`src/rtl/vga_timing_pkg.sv`:
```
// +--------------------------------------------------------------------+
// | vga_timing_pkg : 640x480@60 timing constants and monitor states    |
// | rev 1.0                                                            |
// +--------------------------------------------------------------------+
`default_nettype none

package vga_timing_pkg;

  localparam int VGA_H_TOTAL = 800;
  localparam int VGA_V_TOTAL = 521;
  localparam int VGA_H_SYNC  = 96;
  localparam int VGA_V_SYNC  = 2;
  localparam int VGA_HBP     = 144;
  localparam int VGA_HFP     = 784;
  localparam int VGA_VBP     = 31;
  localparam int VGA_VFP     = 511;

  localparam logic [1:0] SEARCH = 2'd0;
  localparam logic [1:0] CHECK  = 2'd1;
  localparam logic [1:0] LOCKED = 2'd2;

  function automatic logic [9:0] sat_inc10(input logic [9:0] v);
    return (v == 10'h3FF) ? v : v + 10'd1;
  endfunction

endpackage

`default_nettype wire

```
`src/rtl/vga_sync_edge.sv`:
```
// +--------------------------------------------------------------------+
// | vga_sync_edge : registered sync copy with fall/rise pulses         |
// | rev 1.0                                                            |
// +--------------------------------------------------------------------+
`default_nettype none

module vga_sync_edge (
  input  logic clk,
  input  logic clr,
  input  logic sync_in,
  output logic fall,
  output logic rise
);

  logic r_sync_d;

  // Reset to the idle (high) level so a low input after reset reads as an edge.
  always_ff @(posedge clk or posedge clr) begin
    if (clr) r_sync_d <= 1'b1;
    else     r_sync_d <= sync_in;
  end

  assign fall = r_sync_d & ~sync_in;
  assign rise = ~r_sync_d & sync_in;

endmodule

`default_nettype wire

```
`src/rtl/vga_sync_monitor.sv`:
```
// +--------------------------------------------------------------------+
// | vga_sync_monitor : VGA sync receiver, timing recovery and lock     |
// | rev 1.0                                                            |
// +--------------------------------------------------------------------+
`default_nettype none

module vga_sync_monitor
  import vga_timing_pkg::*;
#(
  parameter int H_TOTAL     = VGA_H_TOTAL,
  parameter int V_TOTAL     = VGA_V_TOTAL,
  parameter int H_SYNC      = VGA_H_SYNC,
  parameter int V_SYNC      = VGA_V_SYNC,
  parameter int HBP         = VGA_HBP,
  parameter int HFP         = VGA_HFP,
  parameter int VBP         = VGA_VBP,
  parameter int VFP         = VGA_VFP,
  parameter int LOCK_FRAMES = 2
) (
  input  logic       clk,
  input  logic       clr,
  input  logic       hsync_in,
  input  logic       vsync_in,
  output logic [9:0] hc,
  output logic [9:0] vc,
  output logic       vidon,
  output logic       locked,
  output logic [9:0] line_len,
  output logic [9:0] frame_lines,
  output logic       err,
  output logic [7:0] err_cnt
);

  localparam logic [9:0] c_h_total = 10'(H_TOTAL);
  localparam logic [9:0] c_v_total = 10'(V_TOTAL);
  localparam logic [9:0] c_h_sync  = 10'(H_SYNC);
  localparam logic [9:0] c_v_sync  = 10'(V_SYNC);
  localparam logic [9:0] c_hbp     = 10'(HBP);
  localparam logic [9:0] c_hfp     = 10'(HFP);
  localparam logic [9:0] c_vbp     = 10'(VBP);
  localparam logic [9:0] c_vfp     = 10'(VFP);
  localparam logic [3:0] c_lock    = 4'(LOCK_FRAMES);

  logic       w_hfall, w_hrise, w_vfall, w_vrise;
  logic [9:0] r_vs_width;
  logic       r_line_bad, r_skip_len;
  logic [1:0] r_state, w_state_nx;
  logic [3:0] r_good_cnt, w_good_nx;

  vga_sync_edge u_hedge (.clk(clk), .clr(clr), .sync_in(hsync_in), .fall(w_hfall), .rise(w_hrise));
  vga_sync_edge u_vedge (.clk(clk), .clr(clr), .sync_in(vsync_in), .fall(w_vfall), .rise(w_vrise));

  // hc+1 is both the line length at hfall and the hsync width at hrise.
  logic [9:0] w_hc_inc, w_vs_meas, w_frame_meas;
  logic       w_bad_now, w_frame_ok, w_hc_miss, w_loss;

  assign w_hc_inc     = hc + 10'd1;
  assign w_vs_meas    = r_vs_width + {9'd0, w_hfall};
  assign w_frame_meas = w_hfall ? vc + 10'd1 : vc;

  assign w_bad_now = (r_state != SEARCH) &
                     ((w_hfall & ~r_skip_len & (w_hc_inc != c_h_total)) |
                      (w_hrise & (w_hc_inc != c_h_sync)) |
                      (w_vrise & (w_vs_meas != c_v_sync)));

  // A fault on the line closed by this vfall still belongs to the frame being judged.
  assign w_frame_ok = ~(r_line_bad | w_bad_now) & (w_frame_meas == c_v_total);
  assign w_hc_miss  = (hc == 10'd1022) & ~w_hfall;
  assign w_loss     = (r_state == LOCKED) &
                      (w_bad_now | (w_vfall & (w_frame_meas != c_v_total)) | w_hc_miss);

  always_comb begin
    w_state_nx = r_state;
    w_good_nx  = r_good_cnt;
    case (r_state)
      SEARCH: if (w_vfall) begin
        w_state_nx = CHECK;
        w_good_nx  = 4'd0;
      end
      CHECK: if (w_vfall) begin
        if (w_frame_ok) begin
          w_good_nx = r_good_cnt + 4'd1;
          if (w_good_nx == c_lock) w_state_nx = LOCKED;
        end else begin
          w_good_nx = 4'd0;
        end
      end
      LOCKED: if (w_loss) begin
        w_state_nx = SEARCH;
        w_good_nx  = 4'd0;
      end
      default: begin
        w_state_nx = SEARCH;
        w_good_nx  = 4'd0;
      end
    endcase
  end

  always_ff @(posedge clk or posedge clr) begin
    if (clr) begin
      hc          <= 10'd0;
      vc          <= 10'd0;
      line_len    <= 10'd0;
      frame_lines <= 10'd0;
      r_vs_width  <= 10'd0;
      r_line_bad  <= 1'b0;
      r_skip_len  <= 1'b1;
      r_state     <= SEARCH;
      r_good_cnt  <= 4'd0;
      locked      <= 1'b0;
      err         <= 1'b0;
      err_cnt     <= 8'd0;
    end else begin
      hc <= w_hfall ? 10'd0 : sat_inc10(hc);
      if (w_hfall) line_len <= w_hc_inc;

      if (w_vfall) begin
        frame_lines <= w_frame_meas;
        vc          <= 10'd0;
      end else if (w_hfall) begin
        vc <= sat_inc10(vc);
      end

      // Count line starts inside the vsync pulse, including the one that ends it.
      if (w_vfall)                                r_vs_width <= 10'd0;
      else if (w_hfall & (~vsync_in | w_vrise))   r_vs_width <= sat_inc10(r_vs_width);

      if (w_vfall)        r_line_bad <= 1'b0;
      else if (w_bad_now) r_line_bad <= 1'b1;

      if (r_state == SEARCH) r_skip_len <= 1'b1;
      else if (w_hfall)      r_skip_len <= 1'b0;

      r_state    <= w_state_nx;
      r_good_cnt <= w_good_nx;
      locked     <= (w_state_nx == LOCKED);
      err        <= w_loss;
      if (w_loss && err_cnt != 8'hFF) err_cnt <= err_cnt + 8'd1;
    end
  end

  assign vidon = locked & (hc > c_hbp) & (hc < c_hfp) & (vc > c_vbp) & (vc < c_vfp);

endmodule

`default_nettype wire

```
`config.mk`:
```
export PLATFORM = sky130hd
export DESIGN_NAME = vga_sync_monitor
export DESIGN_NICKNAME = d
export VERILOG_FILES = /design/src/rtl/vga_timing_pkg.sv /design/src/rtl/vga_sync_edge.sv /design/src/rtl/vga_sync_monitor.sv
export SDC_FILE = /design/constraint.sdc
export NUM_CORES = 1
export LEC_CHECK = 0
export CORE_AREA = 2 2 87 89
export CTS_BUF_LIST = sky130_fd_sc_hd__clkbuf_4
export CTS_CLUSTER_DIAMETER = 200
export CTS_CLUSTER_SIZE = 20
export DETAILED_ROUTE_END_ITERATION = 8
export DIE_AREA = 0 0 89 91
export PLACE_DENSITY = 0.86
export SLEW_MARGIN = 40
export SYNTH_ARGS = -nofsm -noshare
export SYNTH_HDL_FRONTEND = slang
export SYNTH_SLANG_ARGS = --single-unit
```
`constraint.sdc`:
```
create_clock -name clk -period 3.75 [get_ports clk]
set_input_delay 1.125 -clock clk [delete_from_list [all_inputs] [get_ports clk]]
set_output_delay 1.125 -clock clk [all_outputs]
set_load 0.02 [all_outputs]
```
**After elaboration in Yosys (flattened, before gate mapping)**

Index checks and enable logic that the tools add are counted.
Widths: inputs -> output; s select.

- Div/mod/pow operators: 0
- Reduce and logical (&&, ||, !) cells: 10
- Shifts and indexed selects: 0
- Order comparisons: 4
- Equality and inequality tests: 20
- Add/sub/neg operators: 6
- Bitwise operators: 31
- Mux-type cells: 24
- Multiply operators: 0

Operators by type and width:

| kind | count |
|---|---|
| $mux 10 | 9 |
| $eq 10x10->1 const B | 5 |
| $add 10x1->10 const B | 3 |
| $ne 10x10->1 const B | 2 |
| $and 1x1->1 | 18 |
| $mux 4 | 4 |
| $pmux 4 s3 | 1 |
| $add 10x1->10 | 1 |
| $gt 10x5->1 const B | 1 |
| $gt 10x8->1 const B | 1 |
| $lt 10x10->1 const B | 1 |
| $lt 10x9->1 const B | 1 |
| $mux 2 | 5 |
| $ne 10x2->1 const B | 1 |
| $ne 10x7->1 const B | 1 |
| $ne 2x2->1 const B | 5 |
| $reduce_bool 2->1 | 5 |
| $add 8x1->8 const B | 1 |
| $ne 8x8->1 const B | 1 |
| $not 1->1 | 7 |
| $or 1x1->1 | 6 |
| $pmux 2 s3 | 1 |
| $add 4x1->4 const B | 1 |
| $eq 2x2->1 const B | 2 |
| other kinds (8) | 12 |

- Input port bits: 4
- Memories kept: 0
- Memory bits (read-only): 0
- Word-level logic and storage cells: 109
- Memory bits (writable): 0
- Flip-flop bits (word level): 70
- Output and inout port bits: 51
- Latch bits: 0

**Logic depth before layout (Yosys ltp)**

Gate-level depths: netlist (run 1).

- Depth after elaboration: 14
- Depth in mapped cells: 14
- Depth with buffers taken out: 12

**Hierarchy**

Synthesis (run 1) repeated with hierarchy kept, for this count alone.

- Cells, all modules: 421
- Area, all modules: 3,885.0 um^2

Modules (own cells, without submodules):

| module | area an instance (um^2) | instances | seq. area each (um^2) | cells each |
|---|---|---|---|---|
| vga_sync_monitor | 3,794.9 | 1 | 1,702.9 | 413 |
| vga_sync_edge | 45.0 | 2 | 26.3 | 4 |

**Least setup slack after synthesis (run 1)**

Ideal clock, no wire load.

- Kind: input to register
- From: input port hsync_in
- To: register err_cnt[1]
- Data required time: 3.625 ns
- Slack: -0.179 ns
- Stages: 12
- Data arrival time: 3.804 ns
- Path through: nand2b_1 -> inv_2 -> clkbuf_1 -> ha_1 -> and3_1 -> a31oi_1 -> or3b_1 -> o41a_1 -> a31o_1 -> a211o_1 -> and2_4 -> mux2_4

- Cells in the longest elaborated chain, start to end: 11
- Elaborated cells between the ends (all ways): 21
- Classes of those cells: 1 x add/sub; 2 x eq/ne; 1 x mux; 16 x bitwise; 1 x reduce/logical

RTL lines:

| element | RTL line | text |
|---|---|---|
| start: declaration | vga_sync_monitor.sv:22 | `input logic hsync_in,` |
| $not 1->1 * | vga_sync_edge.sv:23 | `assign fall = r_sync_d & ~sync_in;` |
| $and 1x1->1 * | vga_sync_edge.sv:23 |  |
| net u_hedge.fall | vga_sync_edge.sv:11 | `output logic fall,` |
| $add 10x1->10 or $and 1x1->1 (tied branches) | vga_sync_monitor.sv:58, vga_sync_monitor.sv:62 |  |
| $ne 10x2->1 or $and 1x1->1 (tied branches) | vga_sync_monitor.sv:64, vga_sync_monitor.sv:62 |  |
| $and 1x1->1 or $or 1x1->1 (tied branches) | vga_sync_monitor.sv:64, vga_sync_monitor.sv:62 |  |
| $or 1x1->1 | vga_sync_monitor.sv:63 | `(w_hrise & (w_hc_inc != c_h_sync)) \|` |
| $and 1x1->1 | vga_sync_monitor.sv:61 | `assign w_bad_now = (r_state != SEARCH) &` |
| $or 1x1->1 | vga_sync_monitor.sv:70 | `(w_bad_now \| (w_vfall & (w_frame_meas != c_v_total)) \| w_hc_miss);` |
| $or 1x1->1 * | vga_sync_monitor.sv:70 |  |
| $and 1x1->1 * | vga_sync_monitor.sv:69 | `assign w_loss = (r_state == LOCKED) &` |
| $logic_and 1x1->1 * | vga_sync_monitor.sv:138 | `if (w_loss && err_cnt != 8'hFF) err_cnt <= err_cnt + 8'd1;` |
| end signal: assignment | vga_sync_monitor.sv:138 |  |
| end: declaration | vga_sync_monitor.sv:31 | `output logic [7:0] err_cnt` |

The timed path passes the listed nets; every way through them passes the cells marked *.
A chain may end at the register's enable or synchronous reset.

**Worst setup path after layout (run 1)**

- From: register hc[0]
- To: output port vidon

- Cells in the longest elaborated chain, start to end: 5
- Elaborated cells between the ends (all ways): 6
- Classes of those cells: 2 x order compare; 4 x bitwise

RTL lines:

| element | RTL line | text |
|---|---|---|
| start: declaration | vga_sync_monitor.sv:24 | `output logic [9:0] hc,` |
| start signal: assignment | vga_sync_monitor.sv:114 | `hc <= w_hfall ? 10'd0 : sat_inc10(hc);` |
| $gt 10x8->1 | vga_sync_monitor.sv:142 | `assign vidon = locked & (hc > c_hbp) & (hc < c_hfp) & (vc > c_vbp) & (vc < c_vfp);` |
| $and 1x1->1 | vga_sync_monitor.sv:142 |  |
| $and 1x1->1 * (3 in a row) | vga_sync_monitor.sv:142 |  |
| end: declaration | vga_sync_monitor.sv:26 | `output logic vidon,` |

Every way passes the cells marked *; elsewhere a longest branch is shown, timed or not.

==> results of run 1 <==
[final timing paths]
| check | from | endpoint | slack [ns] | cells after the start |
|---|---|---|---|---|
| setup / recovery | hc[0]$_DFFE_PP0P_ | vidon | 0.04 | 6 |
| setup reg to reg | vc[0]$_DFFE_PP0P_ | r_good_cnt[2]$_DFFE_PP0P_ | 0.79 | 9 |
| max in group asynchronous | clr | r_skip_len$_DFFE_PP1P_ | 1.90 | 3 |
| hold reg to reg | frame_lines[4]$_DFFE_PP0P_ | frame_lines[4]$_DFFE_PP0P_ | 0.49 | 2 |
| hold / removal | frame_lines[4]$_DFFE_PP0P_ | frame_lines[4]$_DFFE_PP0P_ | 0.49 | 2 |
| min in group asynchronous | clr | r_good_cnt[0]$_DFFE_PP0P_ | 1.07 | 2 |
[sequential cells by signal (all words and copies together) (netlist names)]
signal,count
frame_lines,10
r_good_cnt,4
vc,10
err_cnt,8
u_vedge.r_sync_d,1
locked,1
line_len,10
u_hedge.r_sync_d,1
r_vs_width,10
err,1
hc,10
r_skip_len,1
r_line_bad,1
r_state,2
[cell usage after synthesis, drive strengths merged, types with 2 or more instances]
| library cell | instances |
|---|---|
| a211o | 2 |
| a211oi | 2 |
| a21o | 2 |
| a21oi | 16 |
| a311oi | 4 |
| a31oi | 11 |
| and2 | 2 |
| and3 | 16 |
| and4 | 3 |
| buf | 7 |
| clkbuf | 21 |
| dfrtp | 67 |
| dfstp | 3 |
| ha | 11 |
| inv | 12 |
| mux2i | 3 |
| nand2 | 37 |
| nand2b | 4 |
| nand3 | 24 |
| nand3b | 3 |
| nand4 | 9 |
| nand4bb | 2 |
| nor2 | 40 |
| nor2b | 6 |
| nor3 | 11 |
| nor3b | 4 |
| nor4 | 2 |
| o21ai | 28 |
| o22ai | 3 |
| o32ai | 2 |
| or3 | 2 |
| xnor2 | 22 |
| xor2 | 19 |
[layout make-up]
class / count / area share
clock inverters: 6 / 0.0187
flip-flops and latches: 70 / 0.374
repair buffers: 69 / 0.140
multi-input cells: 309 / 0.418
inverters: 12 / 0.00959
well taps: 99 / 0.0264
clock buffers: 9 / 0.0144
[logic make-up after synthesis]
group,after synthesis,share of synthesized area
simple gates,168,0.220
compound gates,85,0.143
flops,70,0.454
xor+xnor,41,0.0928
buf+inv,40,0.0427
fa+ha+maj,11,0.0356
mux,4,0.0116
[per-layer routing]
layer / vias to the layer above / wire length (um)
met5: - / 0
met4: 0 / 151
met3: 12 / 461
met2: 95 / 4150
met1: 1548 / 3620
li1: 1592 / -
[worst max-delay path, delay by kind of cell (launching register included)]
| kind | cells | cell delay, ns |
|---|---|---|
| adders and majority gates | 1 | 0.21 |
| DFF | 1 | 0.50 |
| AOI/OAI and AO/OA | 3 | 0.64 |
| buffers and inverters | 2 | 0.80 |
[where the power goes]
group / switching [mW] / leakage, nW / total (mW) / internal [mW]
Clock: 0.272 / 0.0757 / 0.537 / 0.265
Sequential: 0.0672 / 0.941 / 0.875 / 0.808
Combinational: 0.179 / 0.986 / 0.334 / 0.155
Total: 0.518 / 2.00 / 1.75 / 1.23
[per-stage QoR]
stage / instance area, sq um / std cells / hold slack (ns) / power (mW) / setup TNS [ns]
after floorplan: 3880 / 419 / 0.463 / 1.07 / 0
after global placement: 4520 / 559 / 0.460 / 1.21 / -4.33
after detailed placement: 4520 / 559 / 0.471 / 1.22 / -4.74
after CTS: 4680 / 574 / 0.498 / 1.76 / 0
after global routing: 4700 / 574 / 0.527 / 1.83 / 0
final: 4700 / 574 / 0.492 / 1.75 / 0
==> Implementation_results.wiki, run 1 <==
{| class="wikitable"
! Metric !! Value
|-
| Outcome || finished, final reports clean
|-
| Global-route met2 utilization || 0.351
|-
| HPWL after DPL || 6.12 mm
|-
| Worst endpoint required time || 2.62 ns
|-
| Source-to-sink clock delay at the later pin of the worst-skew pair || 0.43 ns
|-
| Post-Synthesis Mean Instance Area || 9.23 sq um
|-
| Async set or reset register ratio after synthesis || 1.00
|-
| Slowest cell on the critical path || clkdlybuf4s50_1
|-
| Core utilization of the finished layout || 0.658
|-
| Buffers added on ports || 54
|-
| Cell row count || 31
|-
| Period utilisation layout || 0.989
|-
| Commonest cells after routing, fill and taps aside || 67 x dfrtp_1, 53 x clkdlybuf4s50_1, 40 x nor2_1
|-
| Fill count || 593
|-
| Cells traversed along the worst timing path || inv_1, ha_1, a21boi_0, o31ai_1, a211oi_1, clkdlybuf4s50_1
|-
| Netlist area before placement || 3870 sq um
|-
| Area Growth Syn to Fin || 21.4%
|-
| Number of CTS-inserted buffers || 9
|-
| Clk sinks || 70
|-
| Reported leakage power || 2.00 nW
|-
| Proportion of layout cells with a drive suffix above 1 || 0.0842
|-
| CTS tree || built
|-
| Endpoint type of the worst setup path || output port
|-
| Clock transition at the registers of the reported paths || 0.11 ns
|-
| Fraction of met3 tracks used by global routing || 0.0473
|-
| Wire length of the first global-routing pass || 14.1 mm
|-
| Placer congestion estimate || 0.894
|-
| Mean routed wirelength per cell || 14.6 um
|-
| Hold WC Path Type || reg2reg
|-
| Yosys synthesis warning count || 0
|-
| Sequential cell area in the final layout || 1760 sq um
|-
| Syn Nets || 434
|-
| Pin count of the biggest net entering global routing || 30
|-
| Number of global-route vias before repair || 3,048
|-
| Tightest Pin Transition || 0.615 ns
|-
| Initial drt markers || 156
|-
| Total gr overflow || 0
|-
| Flip-flop cell with the highest count after synthesis || dfrtp_1
|-
| Met1 track utilization from global routing || 0.288
|-
| Post-Route WL || 8.38 mm
|-
| Cell type with the largest total area after synthesis || dfrtp_1
|-
| # H-tree levels || 3
|-
| CTS Root Cell || clkbuf_4
|-
| Number of enable-type register cells in the synthesized netlist || 0
|-
| Type of element launching the critical path || register
|-
| Instance count of the mapped netlist || 419
|-
| Initial core utilization || 0.542
|-
| Slew HR || 0.589
|-
| Max-capacitance violation count || 0
|-
| Remaining antenna violation count after routing || 0
|-
| Hold violation count in the final report || 0
|-
| Number of setup buffers added after CTS || 0
|-
| Vias per Instance || 5.66
|-
| Count of unique library cells instantiated by Yosys || 56
|-
| Critical path data arrival time || 2.58 ns
|-
| Critical path class || reg2out
|-
| Area of the die || 8100 sq um
|-
| Critical path fanouts, max || 7
|-
| Highest cell delay on the worst timing path || 0.67 ns
|-
| Minimum setup slack in the final design || 0.0416 ns
|-
| Max Root-Sink Buffers || 2
|-
| Final critical path time including I/O delays and setup || 3.71 ns
|-
| Die width || 89 um
|-
| Detailed-route DRC error count || 0
|-
| Fin. max-slew vios || 0
|-
| Chip Height || 91 um
|-
| Unrepaired setup endpoints after global routing || no
|-
| Placement-stage worst setup slack || -0.412 ns
|-
| Number of top-level pins || 55
|-
| Most used routing layer in global routing || met2
|-
| Final-report setup violation count || 0
|-
| Worst Skew || 0.0109 ns
|-
| Most frequent standard cell in the layout excluding fill and tap cells || dfrtp_1
|-
| Total via count after detailed routing || 3,247
|-
| Highest clock frequency the design can meet || 0.270 GHz
|-
| Area of the core region || 7140 sq um
|-
| Flops & latches, synth || 70
|-
| Antenna fix cells || 0
|-
| Largest cells by area after synthesis || dfrtp_1 43%, xnor2_1 5.0%, xor2_1 4.3%
|-
| Multi-input gate area || 1960 sq um
|-
| Count of hold buffers inserted by post-cts repair || 0
|-
| Total routing resource utilization after global routing || 0.218
|-
| Yosys top cell area share || 0.434
|-
| Peak supply drop || 0.000168 V
|-
| Antenna violations before repair || 0
|-
| Final #Nets || 486
|-
| Post-CTS Resized || 0
|-
| Sequential element share of the synthesized area || 0.454
|-
| Initial DRT Pass Iterations || 4
|-
| Power per unit of standard cell area || 372 nW/um^2
|}
No activity file was read; power rests on OpenSTA's default activity.
==> run 2, diff against run 1 <==
==> constraint.sdc (replaced) <==
create_clock -name clk -period 3.75 [get_ports clk]
set_input_delay 1.125 -clock clk [delete_from_list [all_inputs] [get_ports clk]]
set_output_delay 1.125 -clock clk [all_outputs]
set_load 0.005 [all_outputs]
==> run 2 against run 1 <==
  * Clock skew increased by 0.011 ns
  * Largest power group unchanged
  * Power decreased by 5.8%
  * Critical path type unchanged
  * Sequential power hardly changed
==> Implementation_results.wiki, run 2 (synthesis gave the netlist of run 1 again) <==
{| class="wikitable"
! Metric !! Value
|-
| Worst-case hold path end point || frame_lines[8]$_DFFE_PP0P_
|-
| Power per unit of standard cell area || 352 nW/um^2 (-5.3%)
|-
| Remaining antenna violation count after routing || 0 (unchanged)
|-
| Commonest cells after routing, fill and taps aside || 67 x dfrtp_1, 53 x clkdlybuf4s50_1, 40 x nor2_1
|-
| Hold violation count in the final report || 0 (unchanged)
|-
| Proportion of layout cells with a drive suffix above 1 || 0.0844 (+0.000178)
|-
| Clk sinks || 70 (unchanged)
|-
| Number of top-level pins || 55 (unchanged)
|-
| # H-tree levels || 3 (unchanged)
|-
| Unrepaired setup endpoints after global routing || no
|-
| Pin count of the biggest net entering global routing || 30 (unchanged)
|-
| HPWL after DPL || 6.05 mm (-1.2%)
|-
| Number of global-route vias before repair || 3,100 (+1.7%)
|-
| Worst hold path depth || 2 (unchanged)
|-
| Critical Path Source || hc[0]$_DFFE_PP0P_
|-
| Total via count after detailed routing || 3,328 (+2.5%)
|-
| Die width || 89 um (unchanged)
|-
| R2R depth || 11 (+2)
|-
| Peak supply drop || 0.000150 V (-11%)
|-
| Fin. max-slew vios || 0 (unchanged)
|-
| Tightest Pin Transition || 0.602 ns (-0.0131 ns)
|-
| Area of the die || 8100 sq um (unchanged)
|-
| Worst Skew || 0.0218 ns (+0.0109 ns)
|-
| Cells traversed along the worst timing path || inv_1, ha_1, a21boi_0, o31ai_1, a211oi_1, clkdlybuf4s50_1
|-
| Source-to-sink clock delay at the later pin of the worst-skew pair || 0.44 ns (about the same)
|-
| Wire length of the first global-routing pass || 14.4 mm (+1.8%)
|-
| Placer congestion estimate || 0.881 (-1.4%)
|-
| Reg-to-reg endpoint || err_cnt[1]$_DFFE_PP0P_
|-
| Slew HR || 0.598 (+0.00877)
|-
| Area of the core region || 7140 sq um (unchanged)
|-
| Final critical path time including I/O delays and setup || 3.56 ns (-0.153 ns)
|-
| Endpoint type of the worst setup path || output port
|-
| Chip Height || 91 um (unchanged)
|-
| Slowest cell on the critical path || clkdlybuf4s50_1
|-
| Total negative slack || 0 ns (unchanged)
|-
| Vias per Instance || 5.81 (+2.7%)
|-
| Final hold slack || 0.490 ns (-0.00187 ns)
|-
| Critical path fanouts, max || 7 (unchanged)
|-
| Type of element launching the critical path || register
|-
| CTS Root Cell || clkbuf_4
|-
| Hold WC Path Type || reg2reg
|-
| Initial core utilization || 0.542 (unchanged)
|-
| Highest clock frequency the design can meet || 0.281 GHz (+4.3%)
|-
| Final #Nets || 485 (-0.21%)
|-
| Total gr overflow || 0 (unchanged)
|-
| Overall Power || 1.64 mW (-5.8%)
|-
| Mean routed wirelength per cell || 14.9 um (+2.1%)
|-
| Detailed-route DRC error count || 0 (unchanged)
|-
| CTS tree || built
|-
| Highest cell delay on the worst timing path || 0.56 ns (-0.11 ns)
|-
| Count of hold buffers inserted by post-cts repair || 0 (unchanged)
|-
| Slack of the worst reg-to-reg path || 0.71 ns (-0.08 ns)
|-
| Max Root-Sink Buffers || 2 (unchanged)
|-
| Clock transition at the registers of the reported paths || 0.13 ns (+0.02 ns)
|-
| Outcome || finished, final reports clean
|-
| Critical path class || reg2out
|-
| Startpoint of the lowest-slack register-to-register path || u_hedge.r_sync_d$_DFF_PP1_
|-
| Area Growth Syn to Fin || 20.7%
|-
| Total routing resource utilization after global routing || 0.221 (+0.00249)
|-
| Worst endpoint required time || 2.62 ns (about the same)
|-
| Critical path data arrival time || 2.43 ns (-0.15 ns)
|-
| Number of setup buffers added after CTS || 0 (unchanged)
|-
| Initial drt markers || 163 (+4.5%)
|-
| Most frequent standard cell in the layout excluding fill and tap cells || dfrtp_1
|-
| Cell row count || 31 (unchanged)
|-
| Final-report setup violation count || 0 (unchanged)
|-
| Number of CTS-inserted buffers || 9 (unchanged)
|-
| Hold_sp || frame_lines[8]$_DFFE_PP0P_
|-
| Reported leakage power || 1.99 nW (-0.82%)
|-
| Initial DRT Pass Iterations || 5 (+1)
|-
| Antenna fix cells || 0 (unchanged)
|-
| Period utilisation layout || 0.948 (-0.0407)
|-
| Max-capacitance violation count || 0 (unchanged)
|-
| Buffers added on ports || 54 (unchanged)
|-
| Antenna violations before repair || 0 (unchanged)
|-
| Post-Route WL || 8.54 mm (+1.9%)
|}
==> run 2: critical path, delay by kind of cell, from the launching register on <==
kind                       cells  cell delay, ns
AOI/OAI and AO/OA              3            0.63
adders and majority gates      1            0.20
buffers and inverters          2            0.67
DFF                            1            0.49
==> run 2: what timing repair did <==
action	4_1_cts	5_1_grt
pin swaps	1	3
resized for setup	1	2
endpoints found under the hold margin	0	0
setup endpoints to repair	2	14
==> run 2: report_power, final <==
part	switching [mW]	total (mW)	leakage, nW	internal [mW]
logic	0.123	0.277	0.981	0.154
clock network	0.286	0.493	0.0647	0.208
registers	0.0662	0.874	0.941	0.808
total	0.475	1.64	1.99	1.17
==> run 2: through the flow <==
step | setup slack (ns) | instances | area, sq um | utilization
3_3_place_gp | -0.389 | 558 | 4520 | 0.633
4_1_cts | 0.00982 | 573 | 4660 | 0.653
6_report | 0.194 | 573 | 4670 | 0.654
5_1_grt | 0.0692 | 573 | 4670 | 0.654
3_5_place_dp | -0.451 | 558 | 4520 | 0.633
2_1_floorplan | 0.0166 | 419 | 3880 | -
==> run 2: area by class of cell <==
class	count	area (sq um)
Clock buffer	10	75.1
Fill cell	590	2470
Sequential cell	70	1760
Tap cell	99	124
Inverter	12	45.0
Multi-Input combinational cell	309	1960
Clock inverter	5	61.3
Timing Repair Buffer	68	648
==> run 2: layer usage <==
metal	track usage	vias up	part of all wire
li1	-	1581	-
met2	0.359	111	0.50
met3	0.0336	15	0.047
met5	0	-	0
met4	0.0846	0	0.020
met1	0.294	1621	0.43
==> run 2: worst max-delay path by stage <==
stage | end | cells after the start
after detailed placement | err_cnt[1]$_DFFE_PP0P_ | 12
after global routing | vidon | 6
after global placement | err_cnt[1]$_DFFE_PP0P_ | 12
after CTS | err_cnt[1]$_DFFE_PP0P_ | 13
final | vidon | 6
after floorplan | err_cnt[1]$_DFFE_PP0P_ | 12
